<file path="src/rtl/median_filter_par.sv">
// Three-stage windowed rank filter: median, min, max or bypass
// of a WIN-deep sliding window of unsigned samples.
module median_filter_par #(
    parameter int DATA_W = 8,
    parameter int WIN    = 5
) (
    input  logic              clk,
    input  logic              rst_n,
    input  logic              clr_i,
    input  logic [1:0]        mode_i,
    input  logic [DATA_W-1:0] dat_i,
    input  logic              val_i,
    output logic [DATA_W-1:0] dat_o,
    output logic              val_o
);

    localparam int RW = $clog2(WIN);
    localparam logic [RW-1:0] FILL_MAX = RW'(WIN - 1);
    localparam logic [RW-1:0] MID      = RW'((WIN - 1) / 2);

    if (WIN < 3 || WIN > 9 || (WIN % 2) == 0) begin : g_win_chk
        $error("median_filter_par: WIN must be odd in 3..9");
    end
    if (DATA_W < 2 || DATA_W > 16) begin : g_dw_chk
        $error("median_filter_par: DATA_W must be in 2..16");
    end

    logic [DATA_W-1:0] w_q    [WIN];
    logic [DATA_W-1:0] w_d    [WIN];
    logic [RW-1:0]     fill_q, fill_d;
    logic              v1_q, v1_d;
    logic [1:0]        m1_q, m1_d;
    logic [DATA_W-1:0] byp1_q, byp1_d;
    logic              full;

    logic [DATA_W-1:0] wc_q   [WIN];
    logic [DATA_W-1:0] wc_d   [WIN];
    logic [RW-1:0]     r_q    [WIN];
    logic [RW-1:0]     r_d    [WIN];
    logic              v2_q, v2_d;
    logic [1:0]        m2_q, m2_d;
    logic [DATA_W-1:0] byp2_q, byp2_d;

    logic [DATA_W-1:0] dat_q, dat_d;
    logic              val_q, val_d;
    logic [RW-1:0]     tgt;
    logic [DATA_W-1:0] pick;

    // Stage 1: flush, shift and fill tracking; clear wins over the old window
    always_comb begin
        full   = 1'b0;
        fill_d = fill_q;
        for (int k = 0; k < WIN; k++) begin
            w_d[k] = clr_i ? '0 : w_q[k];
        end
        if (clr_i) begin
            fill_d = '0;
        end
        if (val_i) begin
            full = !clr_i && (fill_q == FILL_MAX);
            for (int k = WIN - 1; k > 0; k--) begin
                w_d[k] = clr_i ? '0 : w_q[k-1];
            end
            w_d[0] = dat_i;
            if (clr_i) begin
                fill_d = RW'(1);
            end else if (fill_q != FILL_MAX) begin
                fill_d = fill_q + RW'(1);
            end
        end
        v1_d   = val_i && (full || mode_i == 2'd3);
        m1_d   = mode_i;
        byp1_d = dat_i;
    end

    // Stage 2: equal values are ordered by slot index, so ranks stay unique
    always_comb begin
        for (int i = 0; i < WIN; i++) begin
            r_d[i]  = '0;
            wc_d[i] = w_q[i];
            for (int j = 0; j < WIN; j++) begin
                if (j != i) begin
                    if (w_q[j] < w_q[i] || (w_q[j] == w_q[i] && j < i)) begin
                        r_d[i] = r_d[i] + RW'(1);
                    end
                end
            end
        end
        v2_d   = clr_i ? 1'b0 : v1_q;
        m2_d   = m1_q;
        byp2_d = byp1_q;
    end

    always_comb begin
        tgt  = '0;
        pick = '0;
        unique case (m2_q)
            2'd0:    tgt = MID;
            2'd2:    tgt = FILL_MAX;
            default: tgt = '0;
        endcase
        for (int i = 0; i < WIN; i++) begin
            if (r_q[i] == tgt) begin
                pick = wc_q[i];
            end
        end
        val_d = v2_q;
        dat_d = dat_q;
        if (v2_q) begin
            dat_d = (m2_q == 2'd3) ? byp2_q : pick;
        end
    end

    always_ff @(posedge clk or negedge rst_n) begin
        if (!rst_n) begin
            for (int k = 0; k < WIN; k++) begin
                w_q[k]  <= '0;
                wc_q[k] <= '0;
                r_q[k]  <= '0;
            end
            fill_q <= '0;
            v1_q   <= 1'b0;
            m1_q   <= '0;
            byp1_q <= '0;
            v2_q   <= 1'b0;
            m2_q   <= '0;
            byp2_q <= '0;
            dat_q  <= '0;
            val_q  <= 1'b0;
        end else begin
            for (int k = 0; k < WIN; k++) begin
                w_q[k]  <= w_d[k];
                wc_q[k] <= wc_d[k];
                r_q[k]  <= r_d[k];
            end
            fill_q <= fill_d;
            v1_q   <= v1_d;
            m1_q   <= m1_d;
            byp1_q <= byp1_d;
            v2_q   <= v2_d;
            m2_q   <= m2_d;
            byp2_q <= byp2_d;
            dat_q  <= dat_d;
            val_q  <= val_d;
        end
    end

    assign dat_o = dat_q;
    assign val_o = val_q;

endmodule

</file>
<file path="config.mk">
export PLATFORM = sky130hd
export DESIGN_NAME = median_filter_par
export DESIGN_NICKNAME = d
export VERILOG_FILES = /design/src/rtl/median_filter_par.sv
export SDC_FILE = /design/constraint.sdc
export NUM_CORES = 1
export LEC_CHECK = 0
export BUFFER_PORTS_ARGS = -buffer_cell sky130_fd_sc_hd__clkbuf_2
export CORE_MARGIN = 10
export CORE_UTILIZATION = 35
export CTS_BUF_LIST = sky130_fd_sc_hd__clkbuf_4 sky130_fd_sc_hd__clkbuf_8
export DETAILED_ROUTE_END_ITERATION = 8
export PLACE_DENSITY = 0.57
export SLEW_MARGIN = 20
export SYNTH_ARGS = -nofsm -noshare
export SYNTH_HDL_FRONTEND = slang
export SYNTH_SLANG_ARGS = --single-unit
</file>
<file path="constraint.sdc">
create_clock -name clk -period 6.71 [get_ports clk]
set_clock_uncertainty 0.15 [all_clocks]
set_input_delay 1.6775 -clock clk [delete_from_list [all_inputs] [get_ports clk]]
set_output_delay 1.6775 -clock clk [all_outputs]
set_load 0.02 [all_outputs]
</file>
==> flow_summary.ini <==
[detailed_routing]
via_per_inst = 5.35
wl_per_cell_um = 18.6
vias = 5042
drtIter0Drc = 269
drc = 0
dr.pass1.iters = 5
drt-total-wl_mm = 17.5
ant_nets = 0

[synthesis]
ys_top_cells_by_area = dfrtp_1 46%, ha_1 17%, mux2i_1 5.0%, o21ai_0 3.1%, inv_1 3.0%
synth_cell_types = 60
yosysTopAreaCell = dfrtp_1
yosys-top-cells-count = 129 x dfrtp_1, 93 x ha_1, 56 x inv_1
syn_area_um2 = 7040
synth-async-reset-ratio_pct = 100
synth_top_area_share_pct = 45.9
synthFlopType = dfrtp_1
synth_cells = 639
yosysMostFrequentCell = dfrtp_1
synth_edf_count = 0
ys_seq_area_share_pct = 45.9
yosysWarnings = 0
postSynthNetCount = 746
synth.avg_cell_area_um2 = 11.0
ys_ff_latch = 129

[setup_path]
cp.required_ns = 6.89
crit_start = w_q[25]$_DFF_PN0_
crit_type = flip-flop to flip-flop
arrival_ns = 3.45
path_max_fanout = 7
start_kind = flip-flop
crit_path_end_kind = flip-flop
reg2reg_from = w_q[25]$_DFF_PN0_

[placement]
finalWeightedCongestion = 0.913
portBuffers = 22
dpl.hpwl_mm = 13.0
dp_slack_ns = 3.27
dpl_cell_area_um2 = 7410

[outcome]
outcome = completed

[sta]
grt_setup_unrepaired = no
hold_slack_ns = 0.192
fmaxAchievable_mhz = 306
layout_min_cycle_time_ns = 3.27
relSlewSlack_pct = 35.1
finalMaxSlewViolations = 0
fin_crit_sh_pct = 48.8
tightest_slew_ns = 0.974
final-setup-viol-count = 0
fin_tns_setup_ns = 0
hold_viol = 0
setup_slack_ns = 3.44

[floorplan]
ios = 23
core_um2 = 19700
dieWidth_um = 162
start_util_pct = 35.8
rows = 51
dieArea_um2 = 26200
die_h_um = 162

[final_layout]
final_area_um2 = 7840
area_delta_synth_final_pct = 11.4
multi_input_area_um2 = 3510
antenna_cells = 0
nNetsFinal = 772
regArea_um2 = 3230
drive_gt1_share_pct = 12.4
fill_cells = 1934

[global_routing]
grt_max_degree = 68
grt_pass1_vias = 5249
grt_remaining_overflow = 0
grt_pass1_wl_mm = 28.5
grtUsageTotal_pct = 13.8
antenna_found_initial = 1

[clocking]
cts-root-buf = clkbuf_8
htreeDepth = 4
hold_buffers = 0
postCtsSetupBuffers = 0
cts_tree = done
clk_latency_ns = 0.45
cts_buffer_depth = 2
path_clk_slew_ns = 0.08
ctsResizeCount = 0
cts.sinks = 129
cts_buffers = 17

[power]
power_leakage_nw = 3.57
powerDensity_nw_per_um2 = 278
power_mw = 2.18
ir_drop_mv = 0.113

[min_path]
hold_path_class = flip-flop to flip-flop
min_from = byp1_q[1]$_DFF_PN0_

[job]
maxCapViolations = 0
## layout make-up
cell class	count	share of cell area, %
clock buffers	20	3.51
well taps	265	4.23
multi-input cells	436	44.7
flip-flops and latches	129	41.2
inverters	57	2.73
repair buffers	24	1.67
clock inverters	12	2.01
## metal layers
metal	track usage [%]	wire length, um
met1	17.2	7920
met2	22.4	8330
met3	3.24	726
met4	5.83	523
met5	0	0
## worst max-delay path, stage by stage (launching register included)
cell and delay (ns):
dfrtp_1 0.51, inv_1 0.08, ha_1 0.31, nor2b_1 0.14
o211ai_1 0.16, a21oi_1 0.09, o31ai_1 0.44, inv_1 0.13
ha_1 0.33, xnor2_1 0.27, ha_1 0.28, mux2_2 0.26
## worst paths after layout
| kind | end | slack [ns] | depth (start not counted) |
|---|---|---|---|
| max | r_q[13]$_DFF_PN0_ | 3.44 | 11 |
| max reg2reg | r_q[13]$_DFF_PN0_ | 3.44 | 11 |
| min reg2reg | byp2_q[1]$_DFF_PN0_ | 0.19 | 0 |
| max in group asynchronous | byp2_q[6]$_DFF_PN0_ | 4.10 | 2 |
| min in group asynchronous | w_q[16]$_DFF_PN0_ | 1.04 | 1 |
| min | byp2_q[1]$_DFF_PN0_ | 0.19 | 0 |
## registers in the layout, indices dropped and copies added, names as in the netlist
register  flops
byp1_q        8
byp2_q        8
dat_o         8
fill_q        3
m1_q          2
m2_q          2
r_q          15
v1_q          1
v2_q          1
val_o         1
w_q          40
wc_q         40
## through the flow
stage,utilization [%],cells
after floorplan,-,639
after global placement,37.7,911
after detailed placement,37.7,911
after CTS,39.9,943
after global routing,39.9,943
final,39.9,943
## cell usage in the layout (no fill, tap or decap), drive strengths merged, types with 16 or more instances in the layout
cell type  Yosys  final
dfrtp        129    129
ha            93     93
inv           57     57
nor2          51     51
o21ai         51     51
clkbuf         8     41
mux2i         35     35
a21oi         28     28
nand2         21     21
o211ai        16     16
## logic make-up (layout without fill, tap and decap cells)
group | Yosys count | after routing | synth area share (%)
xor+xnor | 15 | 15 | 1.97
buf+inv | 74 | 113 | 4.34
simple gates | 141 | 141 | 11.1
compound gates | 146 | 146 | 14.3
flops | 129 | 129 | 45.9
mux | 41 | 41 | 5.94
fa+ha+maj | 93 | 93 | 16.5
## power by group
group          switching, mW  internal (mW)  leakage (nW)
clock network          0.316          0.397         0.199
logic                  0.330          0.227          1.68
registers             0.0634          0.849          1.69
total                  0.710           1.47          3.57
Note: power is estimated with default switching activity, not from simulation.
